<file path="src/rtl/i2s_tx_serializer.sv">
// i2s_tx_serializer
//   Standard I2S transmitter running on the audio reference clock. BCLK and
//   LRCK are integer divisions of refclk. Stereo PCM pairs arrive through a
//   single-entry valid/ready holding register. Each channel is sent MSB-first
//   with a one-BCLK delay after the LRCK edge. A frame that starts with the
//   holding register empty is sent as silence and flagged as an underrun.
//
// Ports
//   refclk      in   audio clock, rising edge
//   rst         in   synchronous active-high reset
//   in_valid    in   sample pair presented
//   in_ready    out  holding register empty
//   in_left     in   left sample, two's complement, DATA_W bits
//   in_right    in   right sample, two's complement, DATA_W bits
//   bclk        out  bit clock (registered)
//   lrck        out  word select, 0 = left, 1 = right (registered)
//   sdata       out  serial data (registered)
//   frame_start out  one-cycle pulse on the tick that begins a frame
//   underrun    out  one-cycle pulse when a frame starts with no sample held
module i2s_tx_serializer #(
  parameter int DATA_W   = 24,
  parameter int SLOT_W   = 32,
  parameter int MCLK_DIV = 4
) (
  input  logic              refclk,
  input  logic              rst,
  input  logic              in_valid,
  output logic              in_ready,
  input  logic [DATA_W-1:0] in_left,
  input  logic [DATA_W-1:0] in_right,
  output logic              bclk,
  output logic              lrck,
  output logic              sdata,
  output logic              frame_start,
  output logic              underrun
);

  localparam int FRAME = 2 * SLOT_W;
  localparam int C_W   = $clog2(MCLK_DIV);
  localparam int B_W   = $clog2(FRAME);

  localparam logic [C_W-1:0] CNT_MAX  = C_W'(MCLK_DIV - 1);
  localparam logic [C_W-1:0] CNT_HALF = C_W'(MCLK_DIV / 2);
  localparam logic [B_W-1:0] B_MAX    = B_W'(FRAME - 1);
  localparam logic [B_W-1:0] B_SLOT   = B_W'(SLOT_W);
  localparam logic [B_W-1:0] B_DATA   = B_W'(DATA_W);

  logic [C_W-1:0]    r_cnt;
  logic [B_W-1:0]    r_b;
  logic              r_full;
  logic [DATA_W-1:0] r_hold_l, r_hold_r;
  logic [DATA_W-1:0] r_word_l, r_word_r;
  logic              r_bclk, r_lrck, r_sdata;

  logic              w_tick, w_fs, w_accept, w_right;
  logic [C_W-1:0]    w_cnt_nxt;
  logic [B_W-1:0]    w_b_nxt, w_lr_b, w_p, w_shamt;
  logic [DATA_W-1:0] w_ld_l, w_ld_r, w_word, w_shifted;
  logic              w_bit;

  assign w_tick    = (r_cnt == CNT_MAX);
  assign w_cnt_nxt = w_tick ? '0 : r_cnt + 1'b1;
  assign w_b_nxt   = (r_b == B_MAX) ? '0 : r_b + 1'b1;
  assign w_fs      = w_tick && (r_b == B_MAX);
  assign w_accept  = in_valid && !r_full;

  // LRCK leads the data by one bit slot, so it is decoded from b+1.
  assign w_lr_b    = (w_b_nxt == B_MAX) ? '0 : w_b_nxt + 1'b1;

  // Channel words for the frame about to start; silence when nothing is held.
  assign w_ld_l    = r_full ? r_hold_l : '0;
  assign w_ld_r    = r_full ? r_hold_r : '0;

  // Slot position and channel of the bit being launched on this tick. On the
  // frame-start tick the words are being loaded, so read the load values.
  assign w_right   = (w_b_nxt >= B_SLOT);
  assign w_p       = w_right ? w_b_nxt - B_SLOT : w_b_nxt;
  assign w_word    = w_fs ? (w_right ? w_ld_r : w_ld_l)
                          : (w_right ? r_word_r : r_word_l);
  assign w_shamt   = B_DATA - 1'b1 - w_p;
  assign w_shifted = w_word >> w_shamt;
  assign w_bit     = (w_p < B_DATA) ? w_shifted[0] : 1'b0;

  always_ff @(posedge refclk) begin
    if (rst) begin
      r_cnt    <= '0;
      r_b      <= B_MAX;
      r_full   <= 1'b0;
      r_hold_l <= '0;
      r_hold_r <= '0;
      r_word_l <= '0;
      r_word_r <= '0;
      r_bclk   <= 1'b0;
      r_lrck   <= 1'b0;
      r_sdata  <= 1'b0;
    end else begin
      r_cnt  <= w_cnt_nxt;
      r_bclk <= (w_cnt_nxt >= CNT_HALF);
      if (w_tick) begin
        r_b     <= w_b_nxt;
        r_lrck  <= (w_lr_b >= B_SLOT);
        r_sdata <= w_bit;
      end
      if (w_fs) begin
        r_word_l <= w_ld_l;
        r_word_r <= w_ld_r;
        if (r_full) r_full <= 1'b0;
      end
      // Accept only when empty, so it never collides with the drain above;
      // a sample accepted on an empty frame-start tick waits one frame.
      if (w_accept) begin
        r_full   <= 1'b1;
        r_hold_l <= in_left;
        r_hold_r <= in_right;
      end
    end
  end

  assign in_ready    = !r_full;
  assign bclk        = r_bclk;
  assign lrck        = r_lrck;
  assign sdata       = r_sdata;
  // Suppressed while in reset: the tick is not taken on that edge.
  assign frame_start = w_fs && !rst;
  assign underrun    = w_fs && !r_full && !rst;

endmodule

</file>
<file path="config.mk">
export PLATFORM = sky130hd
export DESIGN_NAME = i2s_tx_serializer
export DESIGN_NICKNAME = d
export VERILOG_FILES = /design/src/rtl/i2s_tx_serializer.sv
export SDC_FILE = /design/constraint.sdc
export NUM_CORES = 1
export LEC_CHECK = 0
export CAP_MARGIN = 0
export CORE_ASPECT_RATIO = 1.75
export CORE_MARGIN = 1.5
export CORE_UTILIZATION = 25
export DETAILED_ROUTE_END_ITERATION = 8
export GPL_ROUTABILITY_DRIVEN = 1
export SYNTH_ARGS = -nofsm -noshare
export SYNTH_HDL_FRONTEND = slang
export SYNTH_SLANG_ARGS = --single-unit
</file>
<file path="constraint.sdc">
create_clock -name refclk -period 2.5 [get_ports refclk]
set_input_delay 0.5 -clock refclk [delete_from_list [all_inputs] [get_ports refclk]]
set_output_delay 0.5 -clock refclk [all_outputs]
set_load 0.01 [all_outputs]
</file>
==> results.md <==
* Max-cap viol count at 0
* Vias after detailed routing at 4155
* Vias in the first global route at 4185
* Clock latency on the worst-skew pair at 0.35 ns
* WP buf/inv at 1
* Syn nets at 632
* Die Ht at 182.9 um
* Minimum clock period at 2.442 ns
* Nets@finish at 689
* Largest net degree at the start of global routing at 70
* Final instance area at 5924 um2
* Power after layout at 3.903 mW
* Fill cells at 1951
* Cell Rows at 65
* Hold Path Depth at 2
* CP Class: register to output pin
* CP startpoint kind: register
* Ports at 57
* Fin cells at 871
* CP arrival at 1.94 ns
* TNS Setup at 0 ns
* FF-to-FF path depth at 9
* Hold EP: r_hold_l[2]
* Final count of pins violating max slew at 0
* Simple-gate area share of the yosys netlist at 0.2382
* Pwr/cell area at 658.7 nW/um2
* Drt via density at 4.770
* LEAKAGE at 2.154 nW
* Final WL at 12770 um
* Tcrit/Tclk final at 0.9767
* Final count of hold timing violations at 0
* Synth Area in Adders at 0.01624
* Clock Path Buffers at 2
* Endpoints failing setup at 0
* FF+latch count, synth at 107
* Area after DPL at 5553 um2
* Multi-input gate area at 2305 um2
* Register area share after synthesis at 0.4635
* Die width at 105.8 um
* DR WL/cell at 14.66 um
* Core area at 18050 um2
* DRT iter0 DRCs at 194
* Worst slew margin at 0.5104
* PortBufs at 56
* Status: completed
* CP peak stage delay at 0.54 ns
* Worst-path clk slew at 0.07 ns
* Count of cell types in the netlist at 49
* Total track usage at 0.1356
* Mean Syn Cell Area at 8.038 um2
* Area Overhead vs Synth at 28.18%
* Hold Buf Count CTS at 0
* FF/Latch Area at 2146 um2
* Most frequent cells in the layout: nand2_1, dfxtp_1, a21oi_1
* Final cell utilization of the core at 0.3281
* Achievable frequency at 409.5 MHz
* Placed Instances at 853
* RSZ-0062 raised after global routing: false
* Cell family with most CP delay: simple AND/OR/NAND/NOR gates
* Largest family of logic cells by synthesized area: simple AND/OR/NAND/NOR gates
* Post-DP HPWL at 9251 um
* Routed Antenna Nets at 0
* GRT overflow at 0
* Min-Delay Path Class: register to register
* CTS tree: yes
* Gpl congestion at 0.9240
* Pre-CTS WS at 0.02649 ns
* Num CTS Buffers at 9
* H-tree level count at 3
* Clk_skew at 0.009626 ns
* Max Fanout on Critical Path at 14
* Clk root buf: clkbuf_16
* Initial antenna violation count at 0
* Slowest cell on the critical path: clkdlybuf4s50_1
* Post-Synth XOR/XNOR Area at 0.007580
* Endpoint class of the critical path: output pin
* Die ar. at 19340 um2
* CP required at 2.00 ns
* Initial core utilization at 0.2560
* Worst vdd ir at 0.2773 mV
* Worst-margin pin slew at 0.7344 ns
* Synthesized area at 4622 um2
* Worst hold path startpoint: r_hold_l[2]
* R2R setup slack at 0.16 ns
* Worst reg2reg path startpoint: r_b[1]
* Post-synthesis mux area share at 0.03600
* Synth Area in Compound Gates at 0.1827
* N_diodes at 0
* Synthesis Warnings at 0
* Cells after Synth at 575
* Worst path cell trace: and4_4 > nand2_8 > nor2_4 > clkdlybuf4s50_1
* Fraction of layout instances using a drive strength above 1 at 0.1209
* Global-route wire length before repair at 20450 um
* Setup ws final at 0.05821 ns
* Commonest non-fill, non-tap cell in the layout: nand2_1
* Clock Sink Count at 107
* RR Endpoint: sdata
* Pre-antenna DRT Iters at 4
* Hold slack at 0.4560 ns
* DRC at 0
[synth_stat cells, drive strengths merged]
cell / count / area share
dfxtp: 107 / 0.46
o211ai: 1 / 0.0016
and2: 1 / 0.0014
nand2b: 2 / 0.0027
and3: 4 / 0.0054
o2111ai: 1 / 0.0019
or3: 2 / 0.0027
a221oi: 3 / 0.0057
o21bai: 1 / 0.0016
a2111o: 1 / 0.0024
mux2i: 2 / 0.0043
ha: 6 / 0.016
a22oi: 16 / 0.026
a221o: 3 / 0.0065
a211oi: 3 / 0.0049
a31oi: 1 / 0.0014
and4: 1 / 0.0019
nand4: 6 / 0.011
inv: 6 / 0.0049
nor2: 51 / 0.041
nor2b: 4 / 0.0054
mux4: 6 / 0.029
o31ai: 2 / 0.0043
xor2: 3 / 0.0057
nand2: 143 / 0.12
xnor2: 1 / 0.0019
a211o: 4 / 0.0076
o211a: 2 / 0.0043
a21oi: 86 / 0.093
nand3: 12 / 0.013
a41oi: 1 / 0.0019
o21ai: 7 / 0.0076
o21a: 1 / 0.0016
a311o: 3 / 0.0065
clkbuf: 26 / 0.021
nor3: 31 / 0.035
a32oi: 1 / 0.0019
buf: 22 / 0.030
mux2: 1 / 0.0024
o32ai: 1 / 0.0019
[report_power, final]
group	switching, mW	leakage [nW]	total [mW]	internal, mW
Combinational	0.401	1.15	0.717	0.315
Clock	0.659	0.139	1.37	0.712
Sequential	0.0485	0.869	1.81	1.77
[routing by layer]
| metal | share of wire | track usage | wire length, um | vias to the layer above |
|---|---|---|---|---|
| met5 | 0 | 0 | 0 | - |
| met4 | 0.060 | 0.09459 | 768 | 0 |
| met3 | 0.024 | 0.01919 | 304 | 31 |
| met2 | 0.56 | 0.2556 | 7111 | 72 |
| met1 | 0.36 | 0.1339 | 4584 | 1967 |
| li1 | - | - | - | 2085 |
[worst max-delay path by stage]
stage	depth (start not counted)	to	startpoint
6_report	4	frame_start	r_b[5]
3_3_place_gp	5	underrun	r_b[0]
4_1_cts	5	frame_start	r_cnt[1]
2_1_floorplan	10	sdata	r_b[1]
3_5_place_dp	9	sdata	r_b[1]
5_1_grt	9	sdata	r_b[1]
[state kept, by name (all words and copies together), names as in the netlist]
signal	count
lrck	1
r_full	1
r_word_r	24
r_cnt	2
r_hold_r	24
r_word_l	24
sdata	1
r_hold_l	24
r_b	6
[repair_timing]
action | in CTS | in global routing
resized for setup | 10 | 7
cloned | 1 | 0
setup endpoints to repair | 3 | 2
buffers inserted | 1 | 0
[logic make-up after synthesis]
kind of cell,count (synthesis)
fa+ha+maj,6
simple gates,257
compound gates,138
mux,9
flops,107
xor+xnor,4
buf+inv,54
[tightest hold or removal path, stage by stage, from the launching register on]
cell,delay (ns)
dfxtp_1,0.31
nand2_1,0.05
a21oi_1,0.05
[cell type report]
cell class	count	share of cell area
Clock buffer	10	0.04034
Clock inverter	6	0.008025
Multi-Input combinational cell	415	0.3890
Timing Repair Buffer	93	0.1472
Inverter	6	0.003801
Tap cell	234	0.04942
Sequential cell	107	0.3622
Power figures use the tool's default switching activity.
